File: config.mk
export PLATFORM = sky130hd
export DESIGN_NAME = aux_req_encoder_flat
export DESIGN_NICKNAME = d
export VERILOG_FILES = /design/src/rtl/aux_req_encoder_pkg.sv /design/src/rtl/aux_req_encoder_if.sv /design/src/rtl/aux_enc_buf.sv /design/src/rtl/aux_req_encoder.sv /design/src/flat_wrapper.sv
export SDC_FILE = /design/constraint.sdc
export NUM_CORES = 1
export LEC_CHECK = 0
export CAP_MARGIN = 10
export CORE_ASPECT_RATIO = 0.5
export CORE_UTILIZATION = 60
export CTS_CLUSTER_DIAMETER = 80
export DETAILED_ROUTE_END_ITERATION = 12
export PLACE_DENSITY_LB_ADDON = 0.12
export SLEW_MARGIN = 40
export SYNTH_ARGS = -nofsm -noshare
export SYNTH_HDL_FRONTEND = slang
export SYNTH_SLANG_ARGS = --single-unit
File: constraint.sdc
create_clock -name clk -period 3.6 [get_ports clk]
set_input_delay 0.72 -clock clk [delete_from_list [all_inputs] [get_ports clk]]
set_output_delay 0.72 -clock clk [all_outputs]
set_load 0.005 [all_outputs]
File: src/rtl/aux_req_encoder_pkg.sv
// Shared types and constants for the AUX request encoder.
// Command codes, FSM states and the header byte builder.
package aux_enc_pkg;

    typedef enum logic [1:0] {
        NATIVE_WR = 2'b00,
        NATIVE_RD = 2'b01,
        I2C_WR    = 2'b10,
        I2C_RD    = 2'b11
    } cmd_t;

    localparam logic [3:0] NATIVE_NIB = 4'b1000;
    localparam logic [3:0] I2C_NIB    = 4'b0000;
    localparam int         HDR_BYTES  = 4;

    typedef enum logic [2:0] {
        IDLE,
        LOAD,
        SEND_HDR,
        SEND_DATA,
        HOLD
    } state_t;

    // Header byte sel (0..3) of a request resent from offset off.
    // Native addresses advance by off; I2C slave addresses do not.
    function automatic logic [7:0] hdr_byte(
        input cmd_t        cmd,
        input logic        mot,
        input logic [19:0] addr,
        input logic [7:0]  len,
        input logic [7:0]  off,
        input logic [1:0]  sel
    );
        logic [19:0] a;
        logic [3:0]  nib;
        logic [7:0]  b;
        a      = cmd[1] ? addr : addr + 20'(off);
        nib    = cmd[1] ? (I2C_NIB | {1'b0, mot, 2'b00}) : NATIVE_NIB;
        nib[0] = cmd[0];
        unique case (sel)
            2'd0:    b = {nib, a[19:16]};
            2'd1:    b = a[15:8];
            2'd2:    b = a[7:0];
            default: b = len - off;
        endcase
        return b;
    endfunction

endpackage

File: src/rtl/aux_req_encoder_if.sv
// Request-side and byte-stream handshake bundle of the encoder.
// master drives requests, slave is the encoder.
interface aux_req_encoder_if;
    import aux_enc_pkg::*;

    logic        hdr_vld;
    logic        hdr_rdy;
    cmd_t        hdr_cmd;
    logic        hdr_mot;
    logic [19:0] hdr_addr;
    logic [7:0]  hdr_len;
    logic [7:0]  wr_data;
    logic        wr_vld;
    logic        retrans;
    logic [7:0]  done_cnt;
    logic [7:0]  out_byte;
    logic        out_vld;
    logic        out_rdy;
    logic        busy;
    logic        err;

    modport master (
        output hdr_vld, hdr_cmd, hdr_mot, hdr_addr, hdr_len,
        output wr_data, wr_vld, retrans, done_cnt, out_rdy,
        input  hdr_rdy, out_byte, out_vld, busy, err
    );

    modport slave (
        input  hdr_vld, hdr_cmd, hdr_mot, hdr_addr, hdr_len,
        input  wr_data, wr_vld, retrans, done_cnt, out_rdy,
        output hdr_rdy, out_byte, out_vld, busy, err
    );

endinterface

File: src/rtl/aux_enc_buf.sv
// Write payload buffer: sequential write pointer and an
// indexed read port with a registered output.
module aux_enc_buf #(
    parameter int MAX_DATA_BYTES = 16,
    parameter int CNT_W          = $clog2(MAX_DATA_BYTES + 1)
) (
    input  logic             clk,
    input  logic             rst,
    input  logic             wr_clr_i,
    input  logic             wr_en_i,
    input  logic [7:0]       wr_data_i,
    output logic [CNT_W-1:0] wr_ptr_o,
    input  logic             rd_en_i,
    input  logic [CNT_W-1:0] rd_idx_i,
    output logic [7:0]       rd_data_o
);
    localparam int AW    = (MAX_DATA_BYTES > 1) ? $clog2(MAX_DATA_BYTES) : 1;
    localparam int DEPTH = 2 ** AW;

    logic [7:0]       mem_q [DEPTH];
    logic [CNT_W-1:0] wr_ptr_q;
    logic [7:0]       rd_q;

    // Storage array; contents are don't-care after reset.
    always_ff @(posedge clk) begin
        if (wr_en_i && !wr_clr_i && int'(wr_ptr_q) < MAX_DATA_BYTES) begin
            mem_q[AW'(wr_ptr_q)] <= wr_data_i;
        end
    end

    // Write pointer and registered read data.
    always_ff @(posedge clk or posedge rst) begin
        if (rst) begin
            wr_ptr_q <= '0;
            rd_q     <= '0;
        end else begin
            if (wr_clr_i) begin
                wr_ptr_q <= '0;
            end else if (wr_en_i) begin
                wr_ptr_q <= wr_ptr_q + 1'b1;
            end
            if (rd_en_i) begin
                rd_q <= (int'(rd_idx_i) < MAX_DATA_BYTES) ?
                        mem_q[AW'(rd_idx_i)] : 8'h00;
            end
        end
    end

    assign wr_ptr_o  = wr_ptr_q;
    assign rd_data_o = rd_q;

endmodule

File: src/rtl/aux_req_encoder.sv
// AUX request encoder: serialises header and write payload,
// and resends from an acknowledged offset on retrans.
module aux_req_encoder
    import aux_enc_pkg::*;
#(
    parameter int MAX_DATA_BYTES = 16,
    parameter int CNT_W          = $clog2(MAX_DATA_BYTES + 1)
) (
    input  logic             clk,
    input  logic             rst,
    aux_req_encoder_if.slave bus
);
    state_t           state_q;
    cmd_t             cmd_q;
    logic             mot_q;
    logic [19:0]      addr_q;
    logic [7:0]       len_q;
    logic [7:0]       off_q;
    logic [1:0]       hidx_q;
    logic [CNT_W-1:0] didx_q;
    logic [7:0]       out_byte_q;
    logic             out_vld_q;
    logic             hdr_rdy_q;
    logic             busy_q;
    logic             err_q;

    logic             xfer;
    logic             rt;
    logic             hdr_rdy;
    logic             hdr_take;
    logic             too_big;
    logic             hdr_last;
    logic             load_last;
    logic             wr_clr;
    logic             wr_en;
    logic [CNT_W-1:0] wr_ptr;
    logic             rd_en;
    logic [CNT_W-1:0] rd_idx;
    logic [7:0]       rd_data;

    assign xfer      = out_vld_q & bus.out_rdy;
    assign rt        = bus.retrans & (state_q == HOLD);
    assign hdr_rdy   = hdr_rdy_q & ~rt;
    assign hdr_take  = bus.hdr_vld & hdr_rdy;
    assign too_big   = ~bus.hdr_cmd[0] &
                       (int'(bus.hdr_len) + 1 > MAX_DATA_BYTES);
    assign hdr_last  = xfer & (hidx_q == 2'(HDR_BYTES - 1));
    assign load_last = bus.wr_vld & (int'(wr_ptr) == int'(len_q));
    assign wr_clr    = (state_q != LOAD);
    assign wr_en     = (state_q == LOAD) & bus.wr_vld;

    // Read-ahead: keep the next payload byte ready so data follows
    // the header with no bubble.
    always_comb begin
        rd_en  = 1'b0;
        rd_idx = '0;
        if (state_q == SEND_HDR) begin
            rd_en  = 1'b1;
            rd_idx = CNT_W'(off_q) + (hdr_last ? 1'b1 : 1'b0);
        end else if (state_q == SEND_DATA && xfer) begin
            rd_en  = 1'b1;
            rd_idx = didx_q + CNT_W'(2);
        end
    end

    aux_enc_buf #(
        .MAX_DATA_BYTES(MAX_DATA_BYTES),
        .CNT_W         (CNT_W)
    ) u_buf (
        .clk      (clk),
        .rst      (rst),
        .wr_clr_i (wr_clr),
        .wr_en_i  (wr_en),
        .wr_data_i(bus.wr_data),
        .wr_ptr_o (wr_ptr),
        .rd_en_i  (rd_en),
        .rd_idx_i (rd_idx),
        .rd_data_o(rd_data)
    );

    // Request FSM with registered outputs.
    always_ff @(posedge clk or posedge rst) begin
        if (rst) begin
            state_q    <= IDLE;
            cmd_q      <= NATIVE_WR;
            mot_q      <= 1'b0;
            addr_q     <= '0;
            len_q      <= '0;
            off_q      <= '0;
            hidx_q     <= '0;
            didx_q     <= '0;
            out_byte_q <= '0;
            out_vld_q  <= 1'b0;
            hdr_rdy_q  <= 1'b1;
            busy_q     <= 1'b0;
            err_q      <= 1'b0;
        end else begin
            err_q <= 1'b0;
            unique case (state_q)
                IDLE, HOLD: begin
                    if (rt) begin
                        if (bus.done_cnt <= len_q) begin
                            off_q      <= bus.done_cnt;
                            out_byte_q <= hdr_byte(cmd_q, mot_q, addr_q,
                                              len_q, bus.done_cnt, 2'd0);
                            out_vld_q  <= 1'b1;
                            hidx_q     <= '0;
                            hdr_rdy_q  <= 1'b0;
                            state_q    <= SEND_HDR;
                        end else begin
                            err_q <= 1'b1;
                        end
                    end else if (hdr_take) begin
                        if (too_big) begin
                            err_q <= 1'b1;
                        end else begin
                            cmd_q     <= bus.hdr_cmd;
                            mot_q     <= bus.hdr_mot;
                            addr_q    <= bus.hdr_addr;
                            len_q     <= bus.hdr_len;
                            off_q     <= '0;
                            busy_q    <= 1'b1;
                            hdr_rdy_q <= 1'b0;
                            if (bus.hdr_cmd[0]) begin
                                out_byte_q <= hdr_byte(bus.hdr_cmd,
                                    bus.hdr_mot, bus.hdr_addr,
                                    bus.hdr_len, 8'd0, 2'd0);
                                out_vld_q  <= 1'b1;
                                hidx_q     <= '0;
                                state_q    <= SEND_HDR;
                            end else begin
                                state_q <= LOAD;
                            end
                        end
                    end
                end
                LOAD: begin
                    if (load_last) begin
                        out_byte_q <= hdr_byte(cmd_q, mot_q, addr_q,
                                               len_q, off_q, 2'd0);
                        out_vld_q  <= 1'b1;
                        hidx_q     <= '0;
                        state_q    <= SEND_HDR;
                    end
                end
                SEND_HDR: begin
                    if (xfer) begin
                        if (!hdr_last) begin
                            hidx_q     <= hidx_q + 2'd1;
                            out_byte_q <= hdr_byte(cmd_q, mot_q, addr_q,
                                              len_q, off_q, hidx_q + 2'd1);
                        end else if (!cmd_q[0]) begin
                            out_byte_q <= rd_data;
                            didx_q     <= CNT_W'(off_q);
                            state_q    <= SEND_DATA;
                        end else begin
                            out_vld_q <= 1'b0;
                            hdr_rdy_q <= 1'b1;
                            state_q   <= HOLD;
                        end
                    end
                end
                SEND_DATA: begin
                    if (xfer) begin
                        if (int'(didx_q) == int'(len_q)) begin
                            out_vld_q <= 1'b0;
                            hdr_rdy_q <= 1'b1;
                            state_q   <= HOLD;
                        end else begin
                            out_byte_q <= rd_data;
                            didx_q     <= didx_q + 1'b1;
                        end
                    end
                end
                default: begin
                    state_q   <= IDLE;
                    out_vld_q <= 1'b0;
                    hdr_rdy_q <= 1'b1;
                    busy_q    <= 1'b0;
                end
            endcase
        end
    end

    assign bus.out_byte = out_byte_q;
    assign bus.out_vld  = out_vld_q;
    assign bus.hdr_rdy  = hdr_rdy;
    assign bus.busy     = busy_q;
    assign bus.err      = err_q;

endmodule
File: src/flat_wrapper.sv
// flat-port wrapper written by rule: the top's interface ports become plain ports
module aux_req_encoder_flat import aux_enc_pkg::*;
#(
    parameter int MAX_DATA_BYTES = 16,
    parameter int CNT_W          = $clog2(MAX_DATA_BYTES + 1)
)
  (clk, rst, bus_hdr_vld, bus_hdr_cmd, bus_hdr_mot, bus_hdr_addr, bus_hdr_len, bus_wr_data, bus_wr_vld, bus_retrans, bus_done_cnt, bus_out_rdy, bus_hdr_rdy, bus_out_byte, bus_out_vld, bus_busy, bus_err);
  aux_req_encoder_if bus_i ();
  input  logic clk;
  input  logic rst;
  input wire logic [$bits(bus_i.hdr_vld)-1:0] bus_hdr_vld;
  input wire logic [$bits(bus_i.hdr_cmd)-1:0] bus_hdr_cmd;
  input wire logic [$bits(bus_i.hdr_mot)-1:0] bus_hdr_mot;
  input wire logic [$bits(bus_i.hdr_addr)-1:0] bus_hdr_addr;
  input wire logic [$bits(bus_i.hdr_len)-1:0] bus_hdr_len;
  input wire logic [$bits(bus_i.wr_data)-1:0] bus_wr_data;
  input wire logic [$bits(bus_i.wr_vld)-1:0] bus_wr_vld;
  input wire logic [$bits(bus_i.retrans)-1:0] bus_retrans;
  input wire logic [$bits(bus_i.done_cnt)-1:0] bus_done_cnt;
  input wire logic [$bits(bus_i.out_rdy)-1:0] bus_out_rdy;
  output wire logic [$bits(bus_i.hdr_rdy)-1:0] bus_hdr_rdy;
  output wire logic [$bits(bus_i.out_byte)-1:0] bus_out_byte;
  output wire logic [$bits(bus_i.out_vld)-1:0] bus_out_vld;
  output wire logic [$bits(bus_i.busy)-1:0] bus_busy;
  output wire logic [$bits(bus_i.err)-1:0] bus_err;
  assign bus_i.hdr_vld = bus_hdr_vld;
  assign bus_i.hdr_cmd = bus_hdr_cmd;
  assign bus_i.hdr_mot = bus_hdr_mot;
  assign bus_i.hdr_addr = bus_hdr_addr;
  assign bus_i.hdr_len = bus_hdr_len;
  assign bus_i.wr_data = bus_wr_data;
  assign bus_i.wr_vld = bus_wr_vld;
  assign bus_i.retrans = bus_retrans;
  assign bus_i.done_cnt = bus_done_cnt;
  assign bus_i.out_rdy = bus_out_rdy;
  assign bus_hdr_rdy = bus_i.hdr_rdy;
  assign bus_out_byte = bus_i.out_byte;
  assign bus_out_vld = bus_i.out_vld;
  assign bus_busy = bus_i.busy;
  assign bus_err = bus_i.err;
  aux_req_encoder #(.MAX_DATA_BYTES(MAX_DATA_BYTES), .CNT_W(CNT_W)) u_core (.clk(clk), .rst(rst), .bus(bus_i));
endmodule
* Yosys cells after proc, flatten, opt, wreduce, memory -nomap -nowiden
Memories as Yosys holds them, arrays and structs flattened.
Cells that the tools add are included.
** Word-level totals
- Bits in registers :: 74
- Bits in writable memories :: 128
- Input port bits :: 53
- Output and inout bits :: 12
- Logic and storage cells :: 182
- Memories kept :: 1
** Memories
- u_core.u_buf.mem_q :: words 16, bits a word 8, rd ports 1, clocked after Yosys merged registers in 0, wr ports 1, RTL line aux_enc_buf.sv:20 : logic [7:0] mem_q [DEPTH];
** Cells by class
- $add $sub $neg :: 9
- Magnitude comparators :: 4
- Equal/unequal tests :: 29
- Muxes and demuxes :: 89
- Bitwise logic cells :: 13
- Reduce and logical (&&, ||, !) cells :: 22
** Operators by type and width (number)
- 8-bit 2-to-1 mux :: 16
- 5-bit 2-to-1 mux :: 9
- 20-bit by 8-bit adder with 20-bit output :: 2
- 20-bit 2-to-1 mux :: 2
- 1-bit 2-to-1 mux :: 33
- 32-bit by 6-bit > comparator with 1-bit output, second input constant :: 1
- 8-bit case mux with 4 select lines :: 1
- 3-bit 2-to-1 mux :: 10
- 8-bit case mux with 3 select lines :: 1
- 10-bit AND reduction :: 2
- 2-bit 2-to-1 mux :: 9
- 6-bit by 8-bit equality test with 1-bit output :: 2
- 8-bit AND reduction :: 2
- 2-bit by 1-bit inequality test with 1-bit output, second input constant :: 7
- 2-bit inequality test, second input constant :: 7
- 3-bit case mux with 4 select lines :: 1
- 4-bit AND reduction :: 3
- 5-bit by 1-bit adder with 5-bit output, second input constant :: 2
- 5-bit < comparator, second input constant :: 2
- 5-bit case mux with 2 select lines :: 1
- 8-bit by 1-bit adder with 9-bit output, second input constant :: 1
- 9-bit AND reduction :: 1
- 1-bit AND :: 8
- 8-bit less-or-equal comparator :: 1
- 27 further kinds :: 42

* Depth between registers and ports, before layout
Gate-level depths: netlist of run 1.
- Depth in word-level cells :: 8
- Gate-level depth with buffers :: 12
- Depth with buffers taken out :: 11

* Hierarchy
From an unflattened synthesis of run 1, not the netlist that was laid out.
** Unflattened totals
- Cells, all modules :: 876
- Area, all modules :: 10401.2 um2
** By module, submodules not included
- aux_enc_buf :: times used 1, cells each 336, area an instance 5641.7 um2, sequential area each 4169.0 um2
- aux_req_encoder :: times used 1, cells each 540, area an instance 4759.6 um2, sequential area each 1527.7 um2

* Worst setup path after synthesis of run 1
OpenSTA, ideal clock, no wires.
- Path type :: input -> register
- From :: input port bus_out_rdy
- To :: register u_core.u_buf.rd_q[0], in the netlist u_core.u_buf.rd_data_o[0]
- Setup time :: 0.148 ns
- Arrival :: 2.617 ns
- Required time :: 3.452 ns
- Setup slack :: 0.836 ns
- Stages :: 9
- Path buffers :: 2
- Cell sequence :: and3_1 -> clkbuf_1 -> ha_1 -> ha_1 -> a21oi_2 -> clkbuf_1 -> mux4_2 -> a22oi_1 -> o211ai_1
** Between the ends
- Longest elaborated chain between the ends :: 7
- Elaborated cells on any way between the ends :: 12
- Those cells by class :: add/sub: 1; order compare: 1; mux: 6; bitwise: 2; reduce/logical: 1; memory: 1
** RTL lines
- start: declaration :: RTL line flat_wrapper.sv:20 : input wire logic [$bits(bus_i.out_rdy)-1:0] bus_out_rdy;
- 1-bit AND * :: RTL line aux_req_encoder.sv:41 : assign xfer = out_vld_q & bus.out_rdy;
- 1-bit AND :: RTL line aux_req_encoder.sv:47 : assign hdr_last = xfer & (hidx_q == 2'(HDR_BYTES - 1));
- 1-bit 2-to-1 mux :: RTL line aux_req_encoder.sv:59 : rd_idx = CNT_W'(off_q) + (hdr_last ? 1'b1 : 1'b0);
- 5-bit adder :: RTL line aux_req_encoder.sv:59
- 5-bit 2-to-1 mux :: RTL line aux_req_encoder.sv:57 : if (state_q == SEND_HDR) begin
- memory 16 x 8 bit / 5-bit < comparator (equally long branches)
- 8-bit 2-to-1 mux :: RTL line aux_enc_buf.sv:43 : rd_q <= (int'(rd_idx_i) < MAX_DATA_BYTES) ?
- end signal: assignment :: RTL line aux_enc_buf.sv:43
- end: declaration :: RTL line aux_enc_buf.sv:22 : logic [7:0] rd_q;
Every way passes the cells marked *; elsewhere a longest branch is shown, timed or not.
A chain may end at the register's enable or synchronous reset.

* Worst setup path after layout of run 1
- From :: input port bus_out_rdy
- To :: register u_core.u_buf.rd_q[7], in the netlist u_core.u_buf.rd_data_o[7]
The elaborated chain is that of the path after synthesis.

==> results.cfg, run 1 <==
[outcome]
run_status = finished, final reports clean

[timing]
max_freq_mhz = 341
max-slew-margin-rel_pct = 51.6
timing.hold.ws_ns = 0.477
timing_hold_violations_final = 0
setup_repair_after_global_routing_missed_its_margin = false
worst-slew-pin-transition_ns = 0.726
finalSetupViolations = 0
setup-tns-final_ns = 0
timing.final.crit_period_ns = 2.94
post_route_skew_ns = 0.0250
post-route-period-util_pct = 81.6
slew_violations = 0

[yosys]
number_of_library_cell_types_mapped_by_synthesis = 80
ys_seq_area_share_pct = 54.0
async_reset_ff_share_pct = 36.6
synth-warning-count = 0
postSynthRegisterBits = 202
post_synth_instance_area_mm2 = 0.0106
gate_count_of_the_mapped_netlist = 861
synthDominantCellAreaShare_pct = 36.4
synth.area.top_cells = edfxtp_1 (36%), dfrtp_1 (17%), ha_1 (5.1%)
postSynthNetCount = 959
synth_ff_type = edfxtp_1
synth.avg_cell_area_um2 = 12.3
synth_top_area_cell = edfxtp_1
count_of_flip_flops_with_a_built_in_enable_after_synthesis = 128

[grt]
antenna_found_initial = 0
number_of_global_route_vias_before_repair = 7206
grt_overflow = 0
grt_max_degree = 43
global_route.usage.total_pct = 29.0
grt_first_pass_wirelength_um = 40000

[setup_path]
reg2reg_to = u_core.bus.out_byte[4]$_DFFE_PP0P_
worst_r2r_path_depth = 9
cp-startpoint = bus_out_rdy
critPathArrivalTime_ns = 3.31
worst_r2r_startpoint = u_core.off_q[0]$_DFFE_PP0P_
ff_to_ff_setup_slack_ns = 0.68
path_class = in -> reg
critical_path.endpoint = u_core.u_buf.rd_data_o[7]$_DFFE_PP0P_
worstPathRequired_ns = 3.97
path_max_fanout = 24
endpoint_kind = register
start_kind = input pin

[clocking]
max_root_sink_buffers = 3
clk_latency_ns = 0.51
post-cts-setup-buffer-count = 0
cts_sinks = 202
tritoncts_clock_tree = yes
htreeDepth = 1
clk_transition_reported_paths_ns = 0.07
root_buffer = clkbuf_16
cts.hold.buffers_added = 0
numCtsBuffers = 18
cts_resized = 0

[job]
max_cap_violation_count = 0

[floorplanning]
fp-row-count = 33
dieArea_mm2 = 0.0182
ios = 65
chipWidth_um = 190
dieHeight_um = 95.8
core-area_mm2 = 0.0168
initial_core_util_pct = 62.9

[final_layout]
final_nets = 1041
final_layout_size_suffix_gt1_share_pct = 13.2
antenna_cells_inserted = 0
syn_to_final_growth_pct = 15.2
num-fill-cells = 1196

[power_and_ir_drop]
power.density_cell_area_mw_per_mm2 = 369
p_leak_uw = 0.00477
ir_drop_v = 0.000337

[placed_design]
dp_hpwl_um = 17800
gp_congestion = 0.915
io_buffer_count = 64

[routing]
finalWirelength_um = 25500
vias_per_cell = 6.35
number_of_antenna_violating_nets_in_the_routed_design = 0
first_pass_iters = 6
drc = 0
detail_route.iter0.violations = 874
met2_length_um = 11800
route.layer.met1.wl_um = 11200
met3_wirelength_um = 1970
detail_route.wl_per_cell_um = 21.5
detailroute.via_count = 7508
highest-signal-layer = met4

[worst_hold_path]
hold-path-cell-count = 2
min_path_type = reg -> reg
## cells by family after synthesis
group / count (synthesis) / synth area share [%]
DFF: 202 / 54.0
and+or+nand+nor: 244 / 11.8
AOI/OAI and AO/OA: 199 / 13.4
muxes: 66 / 9.20
xor gates and xnor gates: 38 / 3.15
adders and majority gates: 45 / 5.48
buffers and inverters: 67 / 2.96
## sequential cells by signal (all words and copies together) (netlist names)
name,flops
u_core.mot_q,1
u_core.u_buf.mem_q,128
u_core.bus.err,1
u_core.u_buf.wr_ptr_o,5
u_core.bus.busy,1
u_core.hidx_q,2
u_core.didx_q,5
u_core.hdr_rdy_q,1
u_core.off_q,8
u_core.u_buf.rd_data_o,8
u_core.bus.out_vld,1
u_core.len_q,8
u_core.addr_q,20
u_core.bus.out_byte,8
u_core.cmd_q,2
u_core.state_q,3
## cell type report
cell class | count | area, um^2 | area share (%)
Sequential cell | 202 | 5700 | 46.9
Tap cell | 227 | 284 | 2.34
Timing Repair Buffer | 99 | 941 | 7.74
Clock buffer | 23 | 479 | 3.94
Inverter | 30 | 113 | 0.926
Multi-Input combinational cell | 592 | 4550 | 37.4
Clock inverter | 9 | 91.3 | 0.751
## cell usage after synthesis (12+ instances only)
library cell / instances
mux2_2: 22
dfrtp_1: 73
nor2_1: 41
clkbuf_1: 19
o21ai_0: 24
a211oi_1: 17
nand3_1: 29
mux2_1: 16
nor3_1: 14
a21o_1: 15
ha_1: 43
o211ai_1: 12
nand4_1: 13
mux4_2: 21
xnor2_1: 26
a22oi_1: 13
xor2_1: 12
a21oi_1: 49
edfxtp_1: 128
nand2_1: 79
inv_1: 30
## stage by stage
step	cell area, um^2	cells	power, uW	utilization, %	setup slack [ns]
detailed placement	11600	1150	2650	69.1	0.139
floorplan	10600	861	2550	-	0.836
finish	12200	1182	4490	72.5	0.664
global route	12200	1182	4610	72.5	0.542
CTS	12200	1182	4520	72.5	0.658
global placement	11600	1150	2650	69.1	0.202
## power by group
part / total, uW / switching (uW) / internal, uW
logic: 133 / 67.8 / 65.2
clock network: 1890 / 858 / 1030
registers: 2470 / 0 / 2470
## metal layers
metal / global-route usage, % / vias up
met5: 0 / -
met4: 6.72 / 0
met3: 4.70 / 45
met2: 48.0 / 288
met1: 40.8 / 3724
li1: - / 3451
## worst max-delay path, stage by stage
cell and delay (ns):
clkdlybuf4s50_1 0.54, and3_1 0.28, ha_1 0.31, a32oi_4 0.22, buf_12 0.25, mux4_2 0.52, a22oi_1 0.32, o211ai_1 0.13
## worst min path at each step
stage	from	to	slack, ns
after floorplan	u_core.u_buf.rd_data_o[6]$_DFFE_PP0P_	u_core.u_buf.rd_data_o[6]$_DFFE_PP0P_	0.46
after global placement	u_core.bus.out_byte[1]$_DFFE_PP0P_	u_core.bus.out_byte[1]$_DFFE_PP0P_	0.48
after detailed placement	u_core.bus.out_byte[1]$_DFFE_PP0P_	u_core.bus.out_byte[1]$_DFFE_PP0P_	0.47
after CTS	u_core.bus.out_byte[1]$_DFFE_PP0P_	u_core.bus.out_byte[1]$_DFFE_PP0P_	0.48
after global routing	u_core.bus.out_byte[0]$_DFFE_PP0P_	u_core.bus.out_byte[0]$_DFFE_PP0P_	0.53
final	u_core.bus.out_byte[1]$_DFFE_PP0P_	u_core.bus.out_byte[1]$_DFFE_PP0P_	0.48
## cells in the final DEF, fill, tap and decap left out, types with 5 or more instances in the layout
cell type	instances
a211oi_1	17
a21o_1	15
a21oi_1	49
a22o_1	10
a22oi_1	13
a311oi_1	6
a31oi_1	5
and2_1	11
and3_1	5
buf_4	32
clkbuf_16	18
clkdlybuf4s50_1	64
dfrtp_1	73
edfxtp_1	128
ha_1	43
inv_1	29
mux2_1	16
mux2_2	22
mux2i_1	7
mux4_2	21
nand2_1	79
nand2b_1	11
nand3_1	29
nand4_1	13
nor2_1	41
nor2b_1	6
nor3_1	14
nor4_1	5
o211ai_1	12
o21ai_0	24
xnor2_1	26
xor2_1	12
No activity file was read; power rests on OpenSTA's default activity.
==> run 2: changes to the inputs <==
==> constraint.sdc (replaced) <==
create_clock -name clk -period 2.9 [get_ports clk]
set_input_delay 0.58 -clock clk [delete_from_list [all_inputs] [get_ports clk]]
set_output_delay 0.58 -clock clk [all_outputs]
set_load 0.005 [all_outputs]
==> run 2 against run 1 <==
Combinational power increased by 41%. Largest power group unchanged. Via count up 3.5%. Total power rose by 28%. Cell count increased by 5.0%. Flip-flop and latch count unchanged. Sequential power grew 24%. Clock skew decreased by 0.00074 ns. Hold slack got worse by 0.037 ns. Non-clock buffer count grew 57.
==> results.cfg, run 2 (synthesis results as in run 1) <==
[setup_path]
worst_path_dominant_cell_family = compound AO/OA/AOI/OAI gates
critical-path-max-stage-delay_ns = 0.45
critPathArrivalTime_ns = 3.18
endpoint_kind = register
path_max_fanout = 4
worst-path-buf-inv = 2
path_class = in -> reg
start_kind = input pin
worstPathRequired_ns = 3.30
timing.critical_path.cells = clkdlybuf4s50_1, ha_1, and4b_1, a2111oi_4, buf_4, o31a_1, a21oi_1, a21oi_2, and2_2, mux2_1
slowest_stage = clkdlybuf4s50_1

[floorplanning]
initial_core_util_pct = 62.9
fp-row-count = 33
dieHeight_um = 95.8
ios = 65
core-area_mm2 = 0.0168
dieArea_mm2 = 0.0182
chipWidth_um = 190

[final_layout]
final_nets = 1099
finish.utilization_pct = 75.6
largest_register_ffs = 128
largestRegisters = u_core.u_buf.mem_q (128), u_core.addr_q (20)
syn_to_final_growth_pct = 20.2
antenna_cells_inserted = 0
registers.top_by_ff_count = u_core.u_buf.mem_q
design_area_mm2 = 0.0127
layout_commonest_cell = edfxtp_1
final_layout_size_suffix_gt1_share_pct = 18.3
layout.cells.most_common_list = edfxtp_1 (128), buf_4 (85), nand2_1 (79)
stdcell_count = 1241

[routing]
drc = 0
vias_per_cell = 6.26
first_pass_iters = 5
finalWirelength_um = 26900
detail_route.wl_per_cell_um = 21.7
number_of_antenna_violating_nets_in_the_routed_design = 0
detail_route.iter0.violations = 836
detailroute.via_count = 7774

[clocking]
clk_transition_reported_paths_ns = 0.07
root_buffer = clkbuf_16
cts.hold.buffers_added = 0
clk_latency_ns = 0.52
max_root_sink_buffers = 3
tritoncts_clock_tree = yes
htreeDepth = 1
numCtsBuffers = 19
cts_sinks = 202

[power_and_ir_drop]
power.density_cell_area_mw_per_mm2 = 453
combinational_share_of_power_pct = 3.3
power_report.internal_total_uw = 4580
total_power_uw = 5740
power.share.clock_pct = 43.3
p_seq_share_pct = 53.4
total_switching_power_uw = 1170
switching_share_pct = 20.3
p_leak_uw = 0.00508
ir_drop_v = 0.000574

[placed_design]
gp_congestion = 0.947
dp_cells = 1201
io_buffer_count = 64
dp_hpwl_um = 19300
place_area_mm2 = 0.0120

[outcome]
run_status = finished, final reports clean

[timing]
finalSetupViolations = 0
setup_repair_after_global_routing_missed_its_margin = false
timing_hold_violations_final = 0
post_route_skew_ns = 0.0242
slew_violations = 0
worst-slew-pin-transition_ns = 0.663
max_freq_mhz = 360
max-slew-margin-rel_pct = 55.7
timing.final.crit_period_ns = 2.78
post-route-period-util_pct = 95.8
setup-tns-final_ns = 0

[grt]
grt_max_degree = 35
antenna_found_initial = 0
grt_first_pass_wirelength_um = 42300
number_of_global_route_vias_before_repair = 7680
grt_overflow = 0
global_route.usage.total_pct = 31.2

[job]
max_cap_violation_count = 0

[worst_hold_path]
min_path_type = in -> async
[run 2: cell types whose count changed in the layout (fill, tap and decap cells not counted), moves of 3 or more]
cell,before,now
clkbuf_1,4,9
clkbuf_8,1,4
buf_12,3,6
buf_4,32,85
clkinv_1,3,0
clkinv_2,4,0
[run 2: metal layers]
metal  up-vias  GRT usage [%]  part of all wire, %
li1       3568              -                    -
met1      3796           42.5                   42
met2       362           50.6                   46
met3        48           7.36                  9.4
met4         0           8.80                  2.3
met5         -              0                    0
[run 2: final timing paths]
kind / slack (ns) / to / cells after the start / startpoint
max in group asynchronous: 1.75 / u_core.hidx_q[1]$_DFFE_PP0P_ / 3 / rst
min reg2reg: 0.50 / u_core.bus.out_byte[1]$_DFFE_PP0P_ / 2 / u_core.bus.out_byte[1]$_DFFE_PP0P_
max: 0.12 / u_core.state_q[1]$_DFFE_PP0P_ / 10 / bus_done_cnt[2]
max reg2reg: 0.15 / u_core.u_buf.rd_data_o[4]$_DFFE_PP0P_ / 9 / u_core.hidx_q[0]$_DFFE_PP0P_
min in group clk: 0.50 / u_core.bus.out_byte[1]$_DFFE_PP0P_ / 2 / u_core.bus.out_byte[1]$_DFFE_PP0P_
min: 0.44 / u_core.u_buf.rd_data_o[7]$_DFFE_PP0P_ / 2 / rst
[run 2: final cells by class]
| cell class | count | area, um^2 |
|---|---|---|
| well taps | 227 | 284 |
| clock buffers | 32 | 564 |
| inverters | 30 | 113 |
| multi-input cells | 592 | 4570 |
| repair buffers | 156 | 1410 |
| fillers | 1098 | 4080 |
| flip-flops and latches | 202 | 5700 |
| clock inverters | 2 | 38.8 |
[run 2: power by group through the flow]
| stage | logic, uW | clock network [uW] | registers, uW |
|---|---|---|---|
| final | 187 | 2490 | 3070 |
| after global routing | 203 | 2630 | 3060 |
| after CTS | 184 | 2530 | 3070 |
| after detailed placement | 182 | 0 | 3130 |
| after global placement | 178 | 0 | 3130 |
| after floorplan | 41.0 | 0 | 3130 |
[run 2: per-stage QoR]
| stage | hold WS (ns) | setup WS [ns] |
|---|---|---|
| floorplan | 0.459 | 0.200 |
| global placement | 0.476 | -0.522 |
| detailed placement | 0.483 | -0.539 |
| CTS | 0.434 | 0.0177 |
| global route | 0.473 | 0.00744 |
| finish | 0.440 | 0.121 |
[run 2: repair_timing]
item | in CTS | in global routing
setup endpoints to repair | 3 | 18
gates resized for setup | 1 | 5
pin swaps | 0 | 1
setup buffers | 0 | 6
==> run 3: changes to the inputs <==
--- a/config.mk
+++ b/config.mk
@@ -7,6 +7,7 @@
 export LEC_CHECK = 0
 export CAP_MARGIN = 10
 export CORE_ASPECT_RATIO = 0.5
+export CORE_MARGIN = 3
 export CORE_UTILIZATION = 60
 export CTS_CLUSTER_DIAMETER = 80
 export DETAILED_ROUTE_END_ITERATION = 12
==> run 3 against run 2 <==
Critical path depth shrank 5. Combinational power decreased by 3%. Clock power decreased by 3%. First-iteration DRC count increased by 11%. Die area rose by 6.4%. Largest cell class unchanged. Design area shrank 0.92%. Non-clock buffer count fell by 9. Setup slack got worse by 0.044 ns. Core utilization is 0.88 points lower. Critical path type is now reg -> out. Hold slack improved by 0.057 ns.
==> results.cfg, run 3 (synthesis results as in run 1) <==
[setup_path]
critical-path-max-stage-delay_ns = 0.46
slowest_stage = dfrtp_2
path_max_fanout = 7
worstPathRequired_ns = 2.32
timing.critical_path.cells = buf_4, nor2_4, nand3_1, and2_1, clkdlybuf4s50_1
endpoint_kind = primary output
critPathArrivalTime_ns = 2.24
worst-path-stages = 5
worst_r2r_path_depth = 8
start_kind = register
path_class = reg -> out
worst_path_dominant_cell_family = buffers and inverters
worst-path-buf-inv = 2

[job]
max_cap_violation_count = 0

[final_layout]
design_area_mm2 = 0.0126
finish.utilization_pct = 74.8
syn_to_final_growth_pct = 19.1
stdcell_count = 1232
final_layout_size_suffix_gt1_share_pct = 17.8
final_nets = 1090
layout_commonest_cell = edfxtp_1
largestRegisters = u_core.u_buf.mem_q (128), u_core.addr_q (20)
antenna_cells_inserted = 0
largest_register_ffs = 128
registers.top_by_ff_count = u_core.u_buf.mem_q
layout.cells.most_common_list = edfxtp_1 (128), nand2_1 (79), buf_4 (78)

[outcome]
run_status = finished, final reports clean

[floorplanning]
chipWidth_um = 194
ios = 65
dieHeight_um = 99.8
dieArea_mm2 = 0.0193
core-area_mm2 = 0.0168
initial_core_util_pct = 62.8
fp-row-count = 33

[grt]
antenna_found_initial = 0
grt_first_pass_wirelength_um = 42500
number_of_global_route_vias_before_repair = 7867
grt_max_degree = 75
global_route.usage.total_pct = 28.1
grt_overflow = 0

[placed_design]
io_buffer_count = 64
dpl_worst_slack_ns = -0.501
gp_congestion = 0.949
place_area_mm2 = 0.0119
dp_hpwl_um = 18800
dp_cells = 1197

[routing]
detail_route.iter0.violations = 924
vias_per_cell = 6.26
drc = 0
detail_route.wl_per_cell_um = 21.5
number_of_antenna_violating_nets_in_the_routed_design = 0
finalWirelength_um = 26500
first_pass_iters = 7
detailroute.via_count = 7717

[timing]
max-slew-margin-rel_pct = 57.0
post_route_skew_ns = 0.0177
max_freq_mhz = 354
setup-tns-final_ns = 0
slew_violations = 0
setup_slack_ns = 0.0769
timing.final.crit_period_ns = 2.82
worst-slew-pin-transition_ns = 0.644
setup_repair_after_global_routing_missed_its_margin = false
post-route-period-util_pct = 97.3
timing_hold_violations_final = 0
finalSetupViolations = 0

[clocking]
clk_transition_reported_paths_ns = 0.06
htreeDepth = 1
clk_latency_ns = 0.51
tritoncts_clock_tree = yes
root_buffer = clkbuf_16
cts_sinks = 202
numCtsBuffers = 19
max_root_sink_buffers = 3

[power_and_ir_drop]
ir_drop_v = 0.000465
power.density_cell_area_mw_per_mm2 = 450
p_leak_uw = 0.00502

[worst_hold_path]
min_path_type = in -> async
[run 3: changes by cell type in the layout (fill, tap and decap cells not counted), sizes merged]
cell	delta
clkbuf	-4
clkinv	+4
buf	-9
[run 3: stage by stage]
| step | hold WS, ns | power (uW) |
|---|---|---|
| 3_3_place_gp | 0.474 | 3300 |
| 2_1_floorplan | 0.459 | 3170 |
| 6_report | 0.497 | 5660 |
| 4_1_cts | 0.507 | 5690 |
| 3_5_place_dp | 0.470 | 3310 |
| 5_1_grt | 0.535 | 5840 |
[run 3: area by class of cell]
class | instances | area, um^2
clock inverters | 6 | 56.3
well taps | 227 | 284
flip-flops and latches | 202 | 5700
multi-input cells | 592 | 4570
inverters | 30 | 113
clock buffers | 28 | 529
repair buffers | 147 | 1320
fillers | 1122 | 4240
[run 3: worst paths after layout]
check,startpoint,end,slack (ns)
max,u_core.state_q[0]$_DFFE_PP0P_,bus_hdr_rdy,0.08
min,rst,u_core.u_buf.wr_ptr_o[2]$_DFFE_PP0P_,0.50
max reg2reg,u_core.hidx_q[0]$_DFFE_PP0P_,u_core.u_buf.rd_data_o[3]$_DFFE_PP0P_,0.10
min reg2reg,u_core.bus.out_byte[0]$_DFFE_PP0P_,u_core.bus.out_byte[0]$_DFFE_PP0P_,0.51
max in group asynchronous,rst,u_core.hdr_rdy_q$_DFFE_PP1P_,2.04
min in group clk,u_core.bus.out_byte[0]$_DFFE_PP0P_,u_core.bus.out_byte[0]$_DFFE_PP0P_,0.51
[run 3: worst register-to-register path, stage by stage (launching register included)]
cell and delay (ns):
dfrtp_2 0.44, ha_1 0.24, and3_1 0.22, ha_1 0.33
a32oi_4 0.28, buf_12 0.23, mux4_2 0.56, a21oi_1 0.24
o211ai_1 0.13
[run 3: repair_timing]
action                     CTS  global route
gates resized for setup      0             7
hold endpoints to repair     0             0
buffers inserted             0             1
setup endpoints to repair    0            28
hold buffers                 0             0
[run 3: power breakdown]
| group | total, uW | switching, uW | internal (uW) |
|---|---|---|---|
| Sequential | 3070 | 0 | 3070 |
| Clock | 2410 | 1050 | 1360 |
| Combinational | 182 | 90.7 | 91.3 |
| Total | 5660 | 1140 | 4520 |
[run 3: per-layer routing]
layer / wire length [um] / track usage (%) / share of wire, %
met5: 0 / 0 / 0
met4: 720 / 8.50 / 2.7
met3: 2360 / 6.81 / 8.9
met2: 12000 / 43.9 / 45
met1: 11500 / 39.8 / 43
